**src/rtl/bcd7seg_mux.sv**
```systemverilog
// Time-multiplexed N-digit BCD to 7-segment driver.
// Double-buffered digits, leading-zero blanking, registered range flag.
module bcd7seg_mux #(
    parameter int N_DIGITS    = 4,
    parameter int REFRESH_DIV = 50000
) (
    input  logic                    clk,
    input  logic                    rst_n,
    input  logic                    en,
    input  logic                    load,
    input  logic [4*N_DIGITS-1:0]   bcd_in,
    input  logic [N_DIGITS-1:0]     dp_in,
    input  logic                    lz_blank,
    output logic [6:0]              seg,
    output logic                    dp,
    output logic [N_DIGITS-1:0]     an,
    output logic                    outrange
);

    localparam int CW = $clog2(REFRESH_DIV);
    localparam int IW = (N_DIGITS > 1) ? $clog2(N_DIGITS) : 1;
    localparam logic [CW-1:0] CNT_MAX = CW'(REFRESH_DIV - 1);
    localparam logic [IW-1:0] IDX_MAX = IW'(N_DIGITS - 1);

    logic [3:0]          shadow [N_DIGITS];
    logic [N_DIGITS-1:0] dp_sh;
    logic [CW-1:0]       cnt;
    logic [IW-1:0]       idx;
    logic [N_DIGITS-1:0] blank;
    logic                above;
    logic                range_bad;
    logic [6:0]          seg_nxt;

    function automatic logic [6:0] decode(input logic [3:0] v);
        logic [6:0] s;
        case (v)
            4'd0:    s = 7'b1111110;
            4'd1:    s = 7'b0110000;
            4'd2:    s = 7'b1101101;
            4'd3:    s = 7'b1111001;
            4'd4:    s = 7'b0110011;
            4'd5:    s = 7'b1011011;
            4'd6:    s = 7'b1011111;
            4'd7:    s = 7'b1110000;
            4'd8:    s = 7'b1111111;
            4'd9:    s = 7'b1111011;
            default: s = 7'b0000000;
        endcase
        return s;
    endfunction

    // A digit is blankable when it and every digit above it are zero.
    always_comb begin
        blank = '0;
        above = 1'b1;
        for (int i = N_DIGITS - 1; i >= 1; i--) begin
            above    = above && (shadow[i] == 4'd0);
            blank[i] = above;
        end
    end

    always_comb begin
        range_bad = 1'b0;
        for (int i = 0; i < N_DIGITS; i++) begin
            range_bad = range_bad | (shadow[i] > 4'd9);
        end
    end

    always_comb begin
        seg_nxt = decode(shadow[idx]);
        if (lz_blank && blank[idx]) begin
            seg_nxt = 7'b0000000;
        end
    end

    always_ff @(posedge clk) begin
        if (!rst_n) begin
            for (int i = 0; i < N_DIGITS; i++) begin
                shadow[i] <= 4'd0;
            end
            dp_sh    <= '0;
            outrange <= 1'b0;
        end else begin
            if (load) begin
                for (int i = 0; i < N_DIGITS; i++) begin
                    shadow[i] <= bcd_in[4*i +: 4];
                end
                dp_sh <= dp_in;
            end
            outrange <= range_bad;
        end
    end

    // Counters hold while disabled so the scan resumes mid-digit.
    always_ff @(posedge clk) begin
        if (!rst_n) begin
            cnt <= '0;
            idx <= '0;
        end else if (en) begin
            if (cnt == CNT_MAX) begin
                cnt <= '0;
                idx <= (idx == IDX_MAX) ? '0 : idx + 1'b1;
            end else begin
                cnt <= cnt + 1'b1;
            end
        end
    end

    always_ff @(posedge clk) begin
        if (!rst_n) begin
            an  <= '0;
            seg <= '0;
            dp  <= 1'b0;
        end else if (en) begin
            an  <= N_DIGITS'(1) << idx;
            seg <= seg_nxt;
            dp  <= dp_sh[idx];
        end else begin
            an  <= '0;
            seg <= '0;
            dp  <= 1'b0;
        end
    end

endmodule

```
**config.mk**
```make
export PLATFORM = sky130hd
export DESIGN_NAME = bcd7seg_mux
export DESIGN_NICKNAME = d
export VERILOG_FILES = /design/src/rtl/bcd7seg_mux.sv
export SDC_FILE = /design/constraint.sdc
export NUM_CORES = 1
export LEC_CHECK = 0
export ABC_CLOCK_PERIOD_IN_PS = 3300
export CAP_MARGIN = 20
export CORE_AREA = 2 2 96 52
export DETAILED_ROUTE_END_ITERATION = 8
export DIE_AREA = 0 0 98 54
export GPL_TIMING_DRIVEN = 0
export PLACE_DENSITY = 0.92
export SLEW_MARGIN = 20
export SYNTH_ARGS = -nofsm -noshare
export SYNTH_HDL_FRONTEND = slang
export SYNTH_SLANG_ARGS = --single-unit
```
**constraint.sdc**
```tcl
create_clock -name clk -period 3.3 [get_ports clk]
set_input_delay 0.825 -clock clk [delete_from_list [all_inputs] [get_ports clk]]
set_output_delay 0.825 -clock clk [all_outputs]
set_load 0.005 [all_outputs]
```
==> results of run 1 <==
-- stage by stage --
| stage | instance area, um^2 | total power, mW | setup slack, ns | std cells |
|---|---|---|---|---|
| after CTS | 2970 | 1.25 | 0.902 | 331 |
| after global placement | 2880 | 0.865 | 0.587 | 323 |
| after floorplan | 2440 | 0.802 | 1.35 | 227 |
| final | 2970 | 1.25 | 0.922 | 331 |
| after global routing | 2970 | 1.29 | 0.775 | 331 |
| after detailed placement | 2880 | 0.874 | 0.556 | 323 |
-- power by group --
group | internal (mW) | total, mW | switching, mW
clock network | 0.155 | 0.387 | 0.232
registers | 0.703 | 0.723 | 0.0202
logic | 0.0745 | 0.138 | 0.0635
-- worst max-delay path, stage by stage --
cell,delay [ns]
clkdlybuf4s50_1,0.51
buf_1,0.35
nand2b_1,0.65
-- cells in the mapped netlist (3+ instances only) --
cell / instances / share of area (%)
edfxtp_1: 16 / 20
or3_1: 4 / 1.0
nor3b_1: 3 / 0.92
dfxtp_1: 37 / 30
mux4_2: 5 / 4.6
clkbuf_1: 4 / 0.61
inv_1: 6 / 0.92
buf_4: 3 / 0.92
o2111ai_1: 3 / 1.1
a21oi_1: 10 / 2.0
xnor2_1: 5 / 1.8
nand4_1: 6 / 1.5
nor4_1: 3 / 0.77
o21ai_0: 9 / 1.8
buf_2: 4 / 0.82
and3_1: 17 / 4.4
nand2_1: 8 / 1.2
and4_1: 3 / 1.1
nor2_1: 24 / 3.7
nand3_1: 4 / 0.82
xor2_1: 7 / 2.5
mux2i_1: 8 / 3.3
o21ai_1: 5 / 1.0
ha_1: 8 / 4.1
-- logic make-up after synthesis --
logic type / after synthesis
xor+xnor: 12
compound gates: 32
simple gates: 89
flops: 53
fa+ha+maj: 8
buf+inv: 19
mux: 14
-- sequential cells by signal (all words and copies together), names as in the netlist, named ones only --
signal / count
cnt: 16
shadow: 16
seg: 7
an: 4
dp_sh: 4
idx: 2
dp: 1
outrange: 1
-- metal layers --
layer,part of all wire [%],vias to the layer above,GRT usage [%]
met2,44,86,31.6
li1,-,915,-
met4,1.7,0,9.03
met5,0,-,0
met3,7.9,9,5.06
met1,46,905,29.8
-- layout make-up --
| type | count | area share (%) |
|---|---|---|
| Clock buffer | 5 | 2.31 |
| Clock inverter | 3 | 0.883 |
| Inverter | 6 | 0.757 |
| Sequential cell | 53 | 41.1 |
| Timing Repair Buffer | 36 | 12.1 |
| Multi-Input combinational cell | 155 | 37.9 |
| Buffer | 13 | 2.44 |
| Tap cell | 60 | 2.52 |
-- final timing paths --
check / startpoint / endpoint / slack [ns]
setup reg to reg: flip-flop / seg[3] / 1.26
hold reg to reg: cnt[15] / cnt[15] / 0.50
setup / recovery: load / shadow[2][3] / 0.92
hold / removal: cnt[15] / cnt[15] / 0.50
==> summary.md, run 1 <==
| Metric | Value |
|---|---|
| Final design utilization | between 60% and 70% |
| Syn Inst Count | 227 |
| #FFs+latches synth | 53 |
| Cell Pwr Density | roughly 420 mW/mm^2 |
| Tot GR Track Use | 21.2% |
| Overall die area | 0.00529 mm^2 |
| Number of primary I/O pins | 38 |
| Clock period minus final worst setup slack | around 2.4 ns |
| Post-CTS repair timing setup buffer count | 0 |
| Top FF cell, synth | dfxtp_1 |
| Count of warnings emitted by yosys | 0 |
| Result of the run | completed |
| Highest ir drop seen on vdd | 0.000202 V |
| Fraction of the mapped netlist area in compound gates | 7.68% |
| Violation count after the first detailed-route iteration | 122 |
| Final Routed Wirelength | 5380 um |
| Unrepaired setup endpoints after global routing | false |
| Mux contribution to synthesized area | 8.35% |
| Total DRC errors in the routed layout | 0 |
| Area growth from synthesis to layout | 21.7% |
| Xor and xnor fraction of the mapped netlist area | 4.30% |
| Cell area after synthesis | 0.00244 mm^2 |
| Kind of critical path | input pin to flip-flop |
| Number of vias in the routed layout | ~1900 |
| Count of different cell masters after synthesis | 46 |
| Cell depth of the worst hold path | 2 |
| Insertion delay to the later sink of the worst-skew pair | between 0.3 and 0.4 ns |
| Number of nets in the layout | 303 |
| Avg Inst Size Synth | 10.8 um^2 |
| Clock Pin Slew Worst Setup and Hold Paths | roughly 0.090 ns |
| Sequential area share after synthesis | 50.0% |
| Die width | 98 um |
| Die outline height | 54 um |
| PortBufs | 36 |
| Post-cts resize count | 0 |
| Max-cap violations | 0 |
| Total number of H-tree levels | 2 |
| Tightest Pin Transition | 0.735 ns |
| Maximum fanout encountered on the critical timing path | 16 |
| Number of global-route vias before repair | around 1700 |
| Proportion of layout cells with a drive suffix above 1 | 11.8% |
| Kind of end point of the critical path | flip-flop |
| Total count of max-transition violations in the final report | 0 |
| Endpoints failing setup | 0 |
| Setup crit start kind | input pin |
| Arrival time worst endpoint | 2.33 ns |
| Half-perimeter wire length after placement | 4110 um |
| Relative max-transition margin | 51.0% |
| Sink count of the clock tree | 53 |
| Wire length of the first global-routing pass | 8310 um |
| Final weighted congestion in routability-driven placement | 0.886 |
| Upper clock frequency limit | 420 MHz |
| Area of the multi-input gates | 0.00113 mm^2 |
| Overflow after GRT | 0 |
| Clock buffers created by TritonCTS | 5 |
| Worst-case clock buffer depth | 2 |
| Average wire length per cell after detail routing | between 15 and 20 um |
| Most frequent cells in the layout | dfxtp_1, clkdlybuf4s50_1, nor2_1 |
| Number of antenna diodes | 0 |
| Detail-routed via count per cell | 5.79 |
| Hold/Removal Path Class | flip-flop to flip-flop |
| TritonCTS clock tree | yes |
| Core Footprint | 0.00457 mm^2 |
| Starting Density | 53.4% |
| Worst clock skew on the final layout | ~0.0088 ns |
| Data required time of the critical path | around 3.3 ns |
| Standard-cell row count | 18 |
| # fillers | 369 |
| # hold bufs at CTS | 0 |
| Most common cell after layout, fill and taps aside | dfxtp_1 |
| Simple-gate share of the synthesized area | 21.7% |
| Number of failing hold endpoints at the final stage | 0 |
| Detailed Routing Iterations Pass 1 | 4 |
| Total negative slack | 0 ns |
| Footprint of the flip-flops and latches | 0.00122 mm^2 |
| Clk Tree Root Cell | clkbuf_8 |
| Syn nets | 260 |
| Final antenna-violating net count | 0 |
| Share of flip-flops with an asynchronous set or reset after synthesis | 0% |
| Number of enable-type register cells in the synthesized netlist | 16 |
| Dominant combinational cell family by area after synthesis | simple AND/OR/NAND/NOR gates |
| Number of antenna violations at the first check in global routing | 0 |
| Fraction of the mapped netlist area in adder cells | 4.10% |
| Hold_ws | 0.495 ns |
| Worst R2R Path Depth | 7 |
| Largest net degree at the start of global routing | 19 |
| Post-route fraction of the period consumed by the critical path | 72.1% |
| Cell leakage power | between 1 and 1.5 nW |
No activity file was read; power rests on OpenSTA's default activity.
==> inputs of run 2 (changes only) <==
ABC_CLOCK_PERIOD_IN_PS = 1900   (was 3300)
CORE_AREA = 2 2 104 56   (was 2 2 96 52)
DIE_AREA = 0 0 106 58   (was 0 0 98 54)
PLACE_DENSITY = 0.84   (was 0.92)
clock period = 1.9 ns   (was 3.3 ns; I/O delays follow)
==> run 2 against run 1 <==
Against the previous run:
- via count decreased by 0.37%
- clock-buffer cell count increased by 1
- setup slack got worse by 0.86 ns
- critical path depth increased by 4
- die area increased by 16%
- first-iteration DRC count decreased by 39%
- critical path type is now flip-flop to flip-flop
- critical endpoint is now seg[3]
- largest power group unchanged
- highest routed layer unchanged
==> summary.md, run 2 (synthesized netlist as in run 1, its figures left out) <==
| Metric | Value |
|---|---|
| Hold_ws | 0.503 ns (+0.00767 ns) |
| Total count of max-transition violations in the final report | 0 (unchanged) |
| Post-route fraction of the period consumed by the critical path | 96.5% |
| Number of global-route vias before repair | 1758 (+4.6%) |
| Average wire length per cell after detail routing | 15.1 um (-6.8%) |
| Kind of end point of the critical path | flip-flop |
| TritonCTS clock tree | yes |
| Area growth from synthesis to layout | 25.6% |
| # hold bufs at CTS | 0 (unchanged) |
| Total power of the final layout | 2.26 mW (+81%) |
| Most frequent cells in the layout | dfxtp_1, clkdlybuf4s50_1, nor2_1 |
| Proportion of layout cells with a drive suffix above 1 | 15.1% (+3.3 points) |
| Overflow after GRT | 0 (unchanged) |
| Detail-routed via count per cell | 5.44 (-6.0%) |
| Die width | 106 um (+8.2%) |
| Kind of cell with the highest combined delay on the critical path | multiplexers |
| Final weighted congestion in routability-driven placement | 0.851 (-3.9%) |
| Number of nets in the layout | 310 (+2.3%) |
| Number of antenna diodes | 0 (unchanged) |
| Buffer and inverter count on the worst path | 2 (unchanged) |
| Setup crit start kind | flip-flop |
| Final design utilization | 58.4% (-6.7 points) |
| Largest registers | cnt: 16 flops, shadow: 16 flops, seg: 7 flops |
| Overall die area | 0.00615 mm^2 (+16%) |
| Final antenna-violating net count | 0 (unchanged) |
| Post-route cell area | 0.00307 mm^2 (+3.2%) |
| Worst slack at placement | -0.462 ns (-1.02 ns) |
| Die outline height | 58 um (+7.4%) |
| Relative max-transition margin | 65.8% (+15 points) |
| Clk Tree Root Cell | clkbuf_8 |
| Number of failing hold endpoints at the final stage | 0 (unchanged) |
| Worst-case clock buffer depth | 2 (unchanged) |
| Number of vias in the routed layout | 1908 (-0.37%) |
| Ordered cell list for the critical path | buf_6, mux4_2, inv_4, ha_1, and3_1, o2111ai_1, o21ai_1 |
| Slowest cell on the critical path | mux4_2 |
| Max-cap violations | 0 (unchanged) |
| Kind of critical path | flip-flop to flip-flop |
| Total number of H-tree levels | 2 (unchanged) |
| Clock Pin Slew Worst Setup and Hold Paths | 0.09 ns (about the same) |
| Sink count of the clock tree | 53 (unchanged) |
| Tot GR Track Use | 18.8% (-2.4 points) |
| Arrival time worst endpoint | 2.04 ns (-0.29 ns) |
| Upper clock frequency limit | 545 MHz |
| Cell leakage power | 1.20 nW (+3.8%) |
| Worst clock skew on the final layout | 0.00755 ns (-0.00130 ns) |
| Insertion delay to the later sink of the worst-skew pair | 0.31 ns (about the same) |
| Half-perimeter wire length after placement | 4050 um (-1.3%) |
| Total DRC errors in the routed layout | 0 (unchanged) |
| Total negative slack | 0 ns (unchanged) |
| Cell Pwr Density | 735 mW/mm^2 (+75%) |
| Tightest Pin Transition | 0.511 ns (-0.224 ns) |
| Highest ir drop seen on vdd | 0.000420 V (+110%) |
| PortBufs | 36 (unchanged) |
| Placed cell areas | 0.00290 mm^2 (+0.57%) |
| Starting Density | 46.5% (-6.9 points) |
| Setup ws final | 0.0659 ns (-0.856 ns) |
| Number of antenna violations at the first check in global routing | 0 (unchanged) |
| Clock buffers created by TritonCTS | 5 (unchanged) |
| Maximum fanout encountered on the critical timing path | 5 (-11) |
| Worst path max stage delay | 0.56 ns (-0.09 ns) |
| Core Footprint | 0.00525 mm^2 (+15%) |
| Standard-cell row count | 19 (+1) |
| Result of the run | completed |
| Endpoints failing setup | 0 (unchanged) |
| Wire length of the first global-routing pass | 8790 um (+5.8%) |
| Hold/Removal Path Class | flip-flop to flip-flop |
| # fillers | 436 (+18%) |
| Final Routed Wirelength | 5310 um (-1.2%) |
| Post-placement cell count | 336 (+4.0%) |
| Final standard cell count with taps included and fillers excluded | 351 (+6.0%) |
| Detailed Routing Iterations Pass 1 | 4 (unchanged) |
| Largest net degree at the start of global routing | 17 (-2) |
| Clock period minus final worst setup slack | 1.83 ns |
| Violation count after the first detailed-route iteration | 75 (-39%) |
| Data required time of the critical path | 2.10 ns (-1.15 ns) |
| Number of primary I/O pins | 38 (unchanged) |
==> run 2: worst paths after layout <==
check | cells past startpoint | slack (ns) | from | endpoint
worst max-delay path | 7 | 0.07 | flip-flop | seg[3]
worst max register to register | 7 | 0.07 | flip-flop | seg[3]
worst min-delay path | 2 | 0.50 | cnt[15] | cnt[15]
worst min register to register | 2 | 0.50 | cnt[15] | cnt[15]
==> run 2: cell type report <==
| class | count | area, um^2 | share of cell area, % |
|---|---|---|---|
| sequential | 53 | 1220 | 39.8 |
| clock buffer | 6 | 72.6 | 2.37 |
| inverter | 6 | 25.0 | 0.816 |
| clock inverter | 2 | 33.8 | 1.10 |
| tap | 73 | 91.3 | 2.98 |
| buffer | 13 | 72.6 | 2.37 |
| timing repair buffer | 43 | 413 | 13.5 |
| multi-input combinational | 155 | 1140 | 37.1 |
==> run 2: report_power, final <==
part	internal [mW]	switching, mW	total (mW)
registers	1.22	0.0348	1.25
logic	0.143	0.114	0.256
clock network	0.389	0.355	0.744
==> run 2: metal layers <==
metal,up-vias,share of wire [%],track usage [%]
met5,-,0,0
met4,0,1.0,5.08
met3,7,6.2,5.40
met2,76,41,25.5
met1,895,52,28.9
li1,930,-,-
==> run 2: what timing repair did <==
action | CTS | global route
buffers inserted | 1 | 6
gates resized for setup | 2 | 5
setup endpoints to repair | 17 | 28
==> run 2: worst reg2reg max path: cells and delay by family, from the launching register on <==
family,cells,cell delay (ns)
compound gates,2,0.19
fa+ha+maj,1,0.24
buf+inv,2,0.22
flops,1,0.33
mux,1,0.56
simple gates,1,0.18
==> inputs of run 3 (changes only) <==
SETUP_SLACK_MARGIN = 0.15   (was default)
==> run 3 against run 2 <==
Against the previous run:
- power grew 1.5%
- routed wire length grew 0.34%
- register-to-register slack gained 0.08 ns
- clock power grew 4.0%
- cell count is the same
- non-clock buffer count is the same
- clock skew shrank 0.0051 ns
- largest power group unchanged
- highest routed layer unchanged
==> summary.md, run 3 (synthesized netlist as in run 1, its figures left out) <==
| Metric | Value |
|---|---|
| Worst-case clock buffer depth | 2 (unchanged) |
| Most frequent cells in the layout | clkdlybuf4s50_1, dfxtp_1, nor2_1 |
| Number of antenna violations at the first check in global routing | 0 (unchanged) |
| Data required time of the critical path | 2.10 ns (about the same) |
| Most common cell after layout, fill and taps aside | clkdlybuf4s50_1 |
| Total DRC errors in the routed layout | 0 (unchanged) |
| Cell Pwr Density | 732 mW/mm^2 (-0.46%) |
| Footprint of the flip-flops and latches | 0.00122 mm^2 (+0.20%) |
| Area of the multi-input gates | 0.00118 mm^2 (+3.9%) |
| Final antenna-violating net count | 0 (unchanged) |
| Clock period minus final worst setup slack | 1.76 ns (-0.0788 ns) |
| Hold/Removal Path Class | flip-flop to flip-flop |
| Clock buffers created by TritonCTS | 5 (unchanged) |
| # fillers | 453 (+3.9%) |
| Post-placement cell count | 336 (unchanged) |
| Number of global-route vias before repair | 1724 (-1.9%) |
| Insertion delay to the later sink of the worst-skew pair | 0.31 ns (about the same) |
| Result of the run | completed |
| Number of failing hold endpoints at the final stage | 0 (unchanged) |
| Core Footprint | 0.00525 mm^2 (unchanged) |
| Number of vias in the routed layout | 1877 (-1.6%) |
| Kind of end point of the critical path | flip-flop |
| TritonCTS clock tree | yes |
| Kind of cell with the highest combined delay on the critical path | multiplexers |
| Wire length of the first global-routing pass | 8790 um (unchanged) |
| Ordered cell list for the critical path | buf_6, mux4_2, inv_4, ha_4, and3_4, o2111ai_2, o21ai_1 |
| Total count of max-transition violations in the final report | 0 (unchanged) |
| Area growth from synthesis to layout | 28.1% |
| Upper clock frequency limit | 570 MHz (+4.5%) |
| Relative max-transition margin | 64.6% (-1.2 points) |
| Average wire length per cell after detail routing | 15.2 um (+0.34%) |
| Detail-routed via count per cell | 5.35 (-1.6%) |
| Largest net degree at the start of global routing | 18 (+1) |
| Final Routed Wirelength | 5330 um (+0.34%) |
| Highest ir drop seen on vdd | 0.000326 V (-22%) |
| Worst slack at placement | -0.491 ns (-0.0291 ns) |
| Violation count after the first detailed-route iteration | 149 (+99%) |
| Overflow after GRT | 0 (unchanged) |
| Worst clock skew on the final layout | 0.00246 ns (-0.00509 ns) |
| Clk Tree Root Cell | clkbuf_8 |
| Overall die area | 0.00615 mm^2 (unchanged) |
| Detailed Routing Iterations Pass 1 | 4 (unchanged) |
| Total number of H-tree levels | 2 (unchanged) |
| Unrepaired setup endpoints after global routing | true |
| Proportion of layout cells with a drive suffix above 1 | 19.1% (+4.0 points) |
| Number of nets in the layout | 310 (unchanged) |
| Sink count of the clock tree | 53 (unchanged) |
| Die width | 106 um (unchanged) |
| Final weighted congestion in routability-driven placement | 0.870 (+2.1%) |
| Number of primary I/O pins | 38 (unchanged) |
| Slowest cell on the critical path | mux4_2 |
| Tot GR Track Use | 18.7% (-0.053 points) |
| Setup ws final | 0.145 ns (+0.0788 ns) |
| Maximum fanout encountered on the critical timing path | 5 (unchanged) |
| Post-route fraction of the period consumed by the critical path | 92.4% (-4.1 points) |
| Starting Density | 46.5% (unchanged) |
| Tightest Pin Transition | 0.531 ns (+0.0202 ns) |
| Final design utilization | 59.6% (+1.2 points) |
| Clock Pin Slew Worst Setup and Hold Paths | 0.09 ns (about the same) |
| Endpoints failing setup | 0 (unchanged) |
| Arrival time worst endpoint | 1.96 ns (-0.08 ns) |
| Final standard cell count with taps included and fillers excluded | 351 (unchanged) |
| PortBufs | 36 (unchanged) |
| Standard-cell row count | 19 (unchanged) |
| Die outline height | 58 um (unchanged) |
| Buffer and inverter count on the worst path | 2 (unchanged) |
| Setup crit start kind | flip-flop |
| Cell leakage power | 1.22 nW (+1.8%) |
| Total negative slack | 0 ns (unchanged) |
| Kind of critical path | flip-flop to flip-flop |
| Worst path max stage delay | 0.56 ns (about the same) |
| Half-perimeter wire length after placement | 3940 um (-2.9%) |
| Max-cap violations | 0 (unchanged) |
| Number of antenna diodes | 0 (unchanged) |
| Largest registers | cnt: 16 flops, shadow: 16 flops, seg: 7 flops |
[run 3: changes by cell type in the layout (fill, tap and decap cells not counted), moves of 2 or more]
cell / previous run / this run
dfxtp_1: 36 / 34
dfxtp_2: 1 / 3
clkbuf_1: 5 / 2
clkbuf_2: 0 / 3
[run 3: layout make-up]
cell class	instances	area share, %
Sequential cell	53	39.1
Multi-Input combinational cell	155	37.7
Timing Repair Buffer	43	13.2
Tap cell	73	2.92
Buffer	13	2.52
Clock buffer	5	2.20
Clock inverter	3	1.48
Inverter	6	0.800
[run 3: path summary, 6_finish.rpt]
| check | startpoint | endpoint | slack (ns) | cells after the start |
|---|---|---|---|---|
| worst max-delay path | flip-flop | seg[3] | 0.14 | 7 |
| worst min-delay path | cnt[15] | cnt[15] | 0.50 | 2 |
| worst max register to register | flip-flop | seg[3] | 0.14 | 7 |
| worst min register to register | cnt[15] | cnt[15] | 0.50 | 2 |
[run 3: power by group]
| part | internal (mW) | switching (mW) |
|---|---|---|
| Clock | 0.395 | 0.380 |
| Sequential | 1.22 | 0.0348 |
| Combinational | 0.144 | 0.115 |
[run 3: metal layers]
layer	wire length [um]	track usage [%]	up-vias
met2	2230	26.3	80
met4	42	3.20	0
met5	0	0	-
met1	2710	29.2	859
met3	348	5.06	8
li1	-	-	930
[run 3: stage by stage]
step	power (mW)	hold WS [ns]	instance area [um^2]
after global routing	2.38	0.518	3130
after CTS	2.30	0.494	3070
after global placement	1.51	0.460	2910
after detailed placement	1.52	0.478	2910
final	2.29	0.495	3130
after floorplan	1.40	0.442	2460
[run 3: timing repair]
item                                    CTS  global route
resized for setup                         6            12
pin swaps                                 1             4
buffers inserted                          3             4
endpoints found under the setup margin   31            38
hold buffers                              0             0
[run 3: worst reg2reg max path: stages (launching register included)]
cell,delay [ns]
dfxtp_2,0.33
buf_6,0.11
mux4_2,0.56
inv_4,0.12
ha_4,0.21
and3_4,0.17
o2111ai_2,0.06
o21ai_1,0.08
